==> src/rtl/pd_switch_sequencer.sv <==
// Power-switch sequencer for one domain: staged switch-ring enables, clock enable, then iso/reset release; reversed on power-down.
// Define PD_ACK_TIMEOUT_EN to bound each ack wait to ACK_TIMEOUT cycles and flag overruns on a sticky err_o.
module pd_switch_sequencer #(
    parameter int N_STAGES      = 3,
    parameter int SETTLE_CYCLES = 4,
    parameter int RST_DLY       = 2,
    parameter int ACK_TIMEOUT   = 16
) (
    input  logic                clk_i,
    input  logic                rstn_i,
    input  logic                power_i,
    output logic [N_STAGES-1:0] pd_send_o,
    input  logic [N_STAGES-1:0] pd_ack_i,
    output logic                clk_en_o,
    output logic                iso_o,
    output logic                rstn_o,
    output logic                done_o,
    output logic                err_o
);
    localparam int MAX_A = (SETTLE_CYCLES > RST_DLY) ? SETTLE_CYCLES : RST_DLY;
    localparam int MAX_V = (MAX_A > ACK_TIMEOUT) ? MAX_A : ACK_TIMEOUT;
    localparam int CW    = $clog2(MAX_V + 1);
    localparam int IW    = (N_STAGES > 1) ? $clog2(N_STAGES) : 1;

    localparam logic [CW-1:0] SETTLE_LD = CW'(SETTLE_CYCLES - 1);
    localparam logic [CW-1:0] RST_LD    = CW'(RST_DLY - 1);
    localparam logic [IW-1:0] LAST_IDX  = IW'(N_STAGES - 1);

    localparam logic [2:0] S_OFF    = 3'd0;
    localparam logic [2:0] S_UP_SW  = 3'd1;
    localparam logic [2:0] S_UP_CLK = 3'd2;
    localparam logic [2:0] S_ON     = 3'd3;
    localparam logic [2:0] S_DN_ISO = 3'd4;
    localparam logic [2:0] S_DN_SW  = 3'd5;

    logic [2:0]          state_q;
    logic [IW-1:0]       idx_q;
    logic [CW-1:0]       cnt_q;
    logic                settle_q;
    logic [N_STAGES-1:0] send_q;
    logic                ack_bit;
    logic                ack_ok;
    logic                tmo_hit;

    // Only the active stage's ack matters; power-down waits for it to drop.
    always_comb begin
        ack_bit = pd_ack_i[idx_q];
        ack_ok  = (state_q == S_DN_SW) ? !ack_bit : ack_bit;
    end

`ifdef PD_ACK_TIMEOUT_EN
    localparam logic [CW-1:0] TMO = CW'(ACK_TIMEOUT);
    logic err_q;

    assign tmo_hit = (cnt_q == TMO);

    always_ff @(posedge clk_i or negedge rstn_i) begin
        if (!rstn_i)
            err_q <= 1'b0;
        else if ((state_q == S_UP_SW || state_q == S_DN_SW) && !settle_q && !ack_ok && tmo_hit)
            err_q <= 1'b1;
    end

    assign err_o = err_q;
`else
    assign tmo_hit = 1'b0;
    assign err_o   = 1'b0;
`endif

    always_ff @(posedge clk_i or negedge rstn_i) begin
        if (!rstn_i) begin
            state_q  <= S_OFF;
            idx_q    <= '0;
            cnt_q    <= '0;
            settle_q <= 1'b0;
            send_q   <= '0;
        end else begin
            case (state_q)
                S_OFF: if (power_i) begin
                    state_q   <= S_UP_SW;
                    idx_q     <= '0;
                    cnt_q     <= '0;
                    settle_q  <= 1'b0;
                    send_q[0] <= 1'b1;
                end
                // Each stage: wait for ack (cnt counts wait cycles), then settle (cnt counts down).
                S_UP_SW, S_DN_SW: begin
                    if (!settle_q) begin
                        if (ack_ok || tmo_hit) begin
                            settle_q <= 1'b1;
                            cnt_q    <= SETTLE_LD;
                        end
`ifdef PD_ACK_TIMEOUT_EN
                        else
                            cnt_q <= cnt_q + CW'(1);
`endif
                    end else if (cnt_q != '0) begin
                        cnt_q <= cnt_q - CW'(1);
                    end else begin
                        settle_q <= 1'b0;
                        cnt_q    <= '0;
                        if (state_q == S_UP_SW) begin
                            if (idx_q == LAST_IDX) begin
                                state_q <= S_UP_CLK;
                                cnt_q   <= RST_LD;
                            end else begin
                                idx_q                  <= idx_q + IW'(1);
                                send_q[idx_q + IW'(1)] <= 1'b1;
                            end
                        end else begin
                            if (idx_q == '0) begin
                                state_q <= S_OFF;
                            end else begin
                                idx_q                  <= idx_q - IW'(1);
                                send_q[idx_q - IW'(1)] <= 1'b0;
                            end
                        end
                    end
                end
                S_UP_CLK: begin
                    if (cnt_q != '0)
                        cnt_q <= cnt_q - CW'(1);
                    else
                        state_q <= S_ON;
                end
                S_ON: if (!power_i)
                    state_q <= S_DN_ISO;
                S_DN_ISO: begin
                    state_q          <= S_DN_SW;
                    idx_q            <= LAST_IDX;
                    cnt_q            <= '0;
                    settle_q         <= 1'b0;
                    send_q[LAST_IDX] <= 1'b0;
                end
                default: state_q <= S_OFF;
            endcase
        end
    end

    assign pd_send_o = send_q;
    assign clk_en_o  = (state_q == S_UP_CLK) || (state_q == S_ON) || (state_q == S_DN_ISO);
    assign iso_o     = (state_q != S_ON);
    assign rstn_o    = (state_q == S_ON);
    assign done_o    = ((state_q == S_OFF) && !power_i) || ((state_q == S_ON) && power_i);
endmodule
==> config.mk <==
export PLATFORM = sky130hd
export DESIGN_NAME = pd_switch_sequencer
export DESIGN_NICKNAME = d
export VERILOG_FILES = /design/src/rtl/pd_switch_sequencer.sv
export SDC_FILE = /design/constraint.sdc
export NUM_CORES = 1
export LEC_CHECK = 0
export BUFFER_PORTS_ARGS = -buffer_cell sky130_fd_sc_hd__buf_2
export CAP_MARGIN = 20
export CORE_UTILIZATION = 40
export CTS_BUF_LIST = sky130_fd_sc_hd__clkbuf_16
export DETAILED_ROUTE_END_ITERATION = 12
export HOLD_SLACK_MARGIN = 0.12
export PLACE_DENSITY_LB_ADDON = 0.15
export SLEW_MARGIN = 20
export SYNTH_ARGS = -nofsm -noshare
export SYNTH_HDL_FRONTEND = slang
export SYNTH_SLANG_ARGS = --single-unit
==> constraint.sdc <==
create_clock -name clk_i -period 2.1 [get_ports clk_i]
set_clock_uncertainty 0.05 [all_clocks]
set_input_delay 0.105 -clock clk_i [delete_from_list [all_inputs] [get_ports clk_i]]
set_output_delay 0.105 -clock clk_i [all_outputs]
set_load 0.1 [all_outputs]
### After elaboration in Yosys (flattened, before gate mapping)

Index checks and enable logic that the tools add are counted.
W data, S select, Z words.

* bits in registers: 14
* logic and storage cells: 107

* add/subtract/negate cells: 3
* $lt $le $gt $ge: 5
* equality and inequality tests: 20
* multiplexer cells: 44
* bitwise gates (word level): 4
* reductions and logical operators: 24

Operator list (count)
* $mux W3: 13
* $mux W5: 5
* $pmux W5 S4: 1
* $ne A2 B2 Y1 const B: 8
* $ne A3 B3 Y1 const B: 5
* $pmux W3 S5: 1
* $mux W2: 6
* $reduce_and A6 Y1: 2
* $mux W1: 11
* $reduce_and A5 Y1: 2
* $lt A2 B3 Y1 const B: 3
* $reduce_and A7 Y1: 1
* $eq A3 B2 Y1 const B: 2
* $eq A3 B3 Y1 const B: 2
* $pmux W2 S3: 1
* $reduce_bool A5 Y1: 1
* $sub A5 B1 Y5 const B: 1
* $demux W1 S2: 2
* $ge A2 B1 Y1 const B: 2
* $logic_and A1 B1 Y1: 4
* $pmux W1 S2: 2
* $reduce_and A4 Y1: 1
* $reduce_bool A2 Y1: 2
* $reduce_bool A4 Y1: 1
* other kinds (18): 21

### Depth between registers and ports, before layout

* word-level depth: 12
* depth in mapped cells: 7
* depth with buffers taken out: 7

### Worst setup path after synthesis

Ideal clock, no wire load.

* path kind: reg2out
* start: register state_q[2]
* end: output port clk_en_o
* arrival: 2906 ps
* required time: 1945 ps
* setup slack: -961 ps
* cell stages (with the launch flop): 4
* buffers on the path: 1
* path through: dfrtp_1 clkbuf_1 nand2_1 o21ai_0

* longest elaborated chain between the ends: 3
* elaborated cells on any way between the ends: 5
* those cells by class: eq/ne (3); reduce/logical (2)

RTL lines
* start, declared: line 36 `logic [2:0] state_q;`
* start signal, assigned: line 72 `state_q <= S_OFF;`
* start signal, assigned: line 80 `state_q <= S_UP_SW;`
* start signal, assigned: line 104 `state_q <= S_UP_CLK;`
* $eq A3 B2 Y1: line 141 `assign clk_en_o = (state_q == S_UP_CLK) || (state_q == S_ON) || (state_q == S_DN_ISO);`
* $logic_or A1 B1 Y1: line 141
* $logic_or A1 B1 Y1 *: line 141
* end, declared: line 14 `output logic clk_en_o,`

Every way passes the cells marked *; elsewhere a longest branch is shown, timed or not.

### Worst setup path after layout

* start: register cnt_q[0]
* end: register send_q[0], in the netlist pd_send_o[0]

* longest elaborated chain between the ends: 3

RTL lines
* start, declared: line 38 `logic [CW-1:0] cnt_q;`
* start signal, assigned: line 98 `cnt_q <= cnt_q - CW'(1);`
* start signal, assigned: line 122 `cnt_q <= cnt_q - CW'(1);`
* $reduce_bool A5 Y1: line 97 `end else if (cnt_q != '0) begin`
* $ne A2 B2 Y1 (no source line)
* $reduce_and A6 Y1 (no source line)
* end signal, assigned by index: line 108 `send_q[idx_q + IW'(1)] <= 1'b1;`
* end signal, assigned by index: line 115 `send_q[idx_q - IW'(1)] <= 1'b0;`
* end signal, assigned by index: line 133 `send_q[LAST_IDX] <= 1'b0;`
* end, declared: line 40 `logic [N_STAGES-1:0] send_q;`

Every way passes these cells.
A chain may end at the register's enable or synchronous reset.

==> flow_metrics.env <==
export IMPL_outcome="complete, no violations"
export IMPL_dp_final_hpwl_um=1800
export IMPL_dr_pass1_iters=4
export IMPL_clk_pin_slew_ns=0.05
export IMPL_place_port_buffers=12
export IMPL_rsz0062_at_grt="no"
export IMPL_slowest_stage="or4b_4"
export IMPL_dieWidth_um=53.0
export IMPL_setup_ws_ns=0.102
export IMPL_cts_buffers=3
export IMPL_slowest_delay_ns=0.53
export IMPL_end_kind="flip-flop"
export IMPL_arrival_ns=2.07
export IMPL_antenna_cells=0
export IMPL_ir_worst_vdd_uv=888
export IMPL_cts_root_buffer="clkbuf_16"
export IMPL_fp_dieArea_um2=2810
export IMPL_grt_pass1_vias=825
export IMPL_core_um2=2480
export IMPL_post_route_period_util_pct=95.1
export IMPL_die_h_um=53.0
export IMPL_syn_area_um2=1040
export IMPL_antenna_found_initial=0
export IMPL_synthCells=118
export IMPL_cellLeakagePower_uw=0.000568
export IMPL_final_cell_mix="dfrtp_1 (14), nor2_1 (12), buf_2 (12)"
export IMPL_cts_sinks=14
export IMPL_place_ws_ns=0.0479
export IMPL_areaGrowthSynthToFinish_pct=24.4
export IMPL_cts_tree="yes"
export IMPL_io_pins=14
export IMPL_worst_skew_pair_late_latency_ns=0.25
export IMPL_first_iter_violations=18
export IMPL_gr_total_overflow=0
export IMPL_clk_path_buf_depth=2
export IMPL_grt_start_max_net_pins=15
export IMPL_async_reset_ff_share_pct=100
export IMPL_p_per_area_nw_per_um2=1580
export IMPL_synth_flop_cell="dfrtp_1"
export IMPL_ys_ff_latch=14
export IMPL_grt_pass1_wl_um=3880
export IMPL_vias_per_cell=5.46
export IMPL_setup_viol=0
export IMPL_layout_nets=151
export IMPL_rows=18
export IMPL_antenna_left=0
export IMPL_wl_per_cell_um=14.0
export IMPL_vias=917
export IMPL_mostFrequentLayoutCell="dfrtp_1"
export IMPL_min_period_ns=2.00
export IMPL_yosysWarnings=0
export IMPL_yosys_area_top_type="dfrtp_1"
export IMPL_maxCapViolCount=0
export IMPL_fmax_mhz=501
export IMPL_drt_wl_total_um=2350
export IMPL_drc_errors=0
export IMPL_postCtsSetupBuffers=0
export IMPL_start_kind="flip-flop"
export IMPL_avgSynthCellArea_um2=8.81
export IMPL_gp_congestion=0.801
export IMPL_path_delay_family="simple AND/OR/NAND/NOR gates"
export IMPL_crit_chain="inv_1 > ha_2 > or4b_4 > nor3_4 > nand2_1 > o32a_1"
export IMPL_start_util_pct=42.0
export IMPL_drive_gt1_share_pct=29.0
export IMPL_cts_max_level=1
export IMPL_synth_edf_count=0
export IMPL_synth_top_area_share_pct=33.7
export IMPL_hold_viol=0
export IMPL_cp_num_buf_inv=1
export IMPL_synth_area_leaders="dfrtp_1 (34%), ha_1 (7.2%), nor2_1 (4.3%)"
export IMPL_path_max_fanout=5
export IMPL_seq_area_frac_synth_pct=33.7
export IMPL_slew_violations=0
export IMPL_crit_type="reg -> reg"
export IMPL_syn_num_nets=130
export IMPL_hold_class="in -> reg"
export IMPL_critPathRequiredTime_ns=2.18
export IMPL_synthDistinctLibCells=41
export IMPL_utilization_pct=52.2
export IMPL_grt_use_total_pct=19.7
==> flip-flops by register name, summed over array words and instances, names as in the netlist <==
signal / count
cnt_q: 5
idx_q: 2
state_q: 3
settle_q: 1
pd_send_o: 3
==> power breakdown <==
group	switching [µW]	total (µW)	internal, µW
clock network	115	367	252
registers	94.6	456	362
logic	769	1220	453
==> routing by layer <==
metal  part of all wire (%)  track usage, %  up-vias
li1                       -               -      465
met1                     49            26.8      430
met2                     46            30.4       20
met3                    4.0            4.31        2
met4                   0.98            6.58        0
met5                      0               0        -
==> final timing paths <==
kind	startpoint	end	slack, ns	cells past startpoint
max	cnt_q[0]	pd_send_o[0]	0.10	6
min	power_i	state_q[2]	0.19	3
max reg2reg	cnt_q[0]	pd_send_o[0]	0.10	6
min reg2reg	pd_send_o[1]	pd_send_o[1]	0.46	2
max in group asynchronous	rstn_i	state_q[0]	1.51	2
min in group asynchronous	rstn_i	pd_send_o[2]	0.24	2
==> worst register-to-register path: stages (launching register included) <==
cell,delay (ns)
dfrtp_1,0.41
inv_1,0.07
ha_2,0.20
or4b_4,0.53
nor3_4,0.17
nand2_1,0.10
o32a_1,0.36
==> through the flow <==
stage	area (µm²)	setup TNS [ns]	power (µW)	hold WS [ns]	std cells
after floorplan	1050	-0.232	1360	-0.241	118
after global placement	1180	0	1630	-0.0274	163
after detailed placement	1180	0	1640	-0.0221	163
after CTS	1270	0	2020	0.191	168
after global routing	1290	0	2190	0.215	168
final	1290	0	2040	0.190	168
==> what timing repair did <==
item	4_1_cts	5_1_grt
endpoints found under the setup margin	0	6
gates resized for setup	0	3
endpoints found under the hold margin	14	0
hold buffers	1	0
==> synth_stat cells, types with 2 or more instances <==
cell,n
dfrtp_1,14
nor3_1,2
nand3_1,2
o21ai_0,7
xnor2_1,2
o2111ai_1,2
nand2b_1,5
nand2_1,11
inv_1,9
o31ai_1,4
clkbuf_1,2
a21oi_1,8
nor2_1,12
mux2_2,2
o22ai_1,4
ha_1,6
buf_2,2
==> final cells by class <==
cell class | count | area (µm²)
inverters | 9 | 37.5
clock buffers | 3 | 75.1
multi-input cells | 90 | 659
well taps | 30 | 37.5
repair buffers | 21 | 130
fillers | 244 | 1180
clock inverters | 1 | 3.75
flip-flops and latches | 14 | 350
==> kinds of logic after synthesis <==
group                      Yosys count  share of synthesized area [%]
AOI/OAI and AO/OA                   32                           20.7
xor gates and xnor gates             2                           1.69
adders and majority gates            6                           7.22
buffers and inverters               14                           5.66
DFF                                 14                           33.7
muxes                                3                           3.13
other                                1                          0.361
and+or+nand+nor                     46                           27.6
No activity file was read; power rests on OpenSTA's default activity.
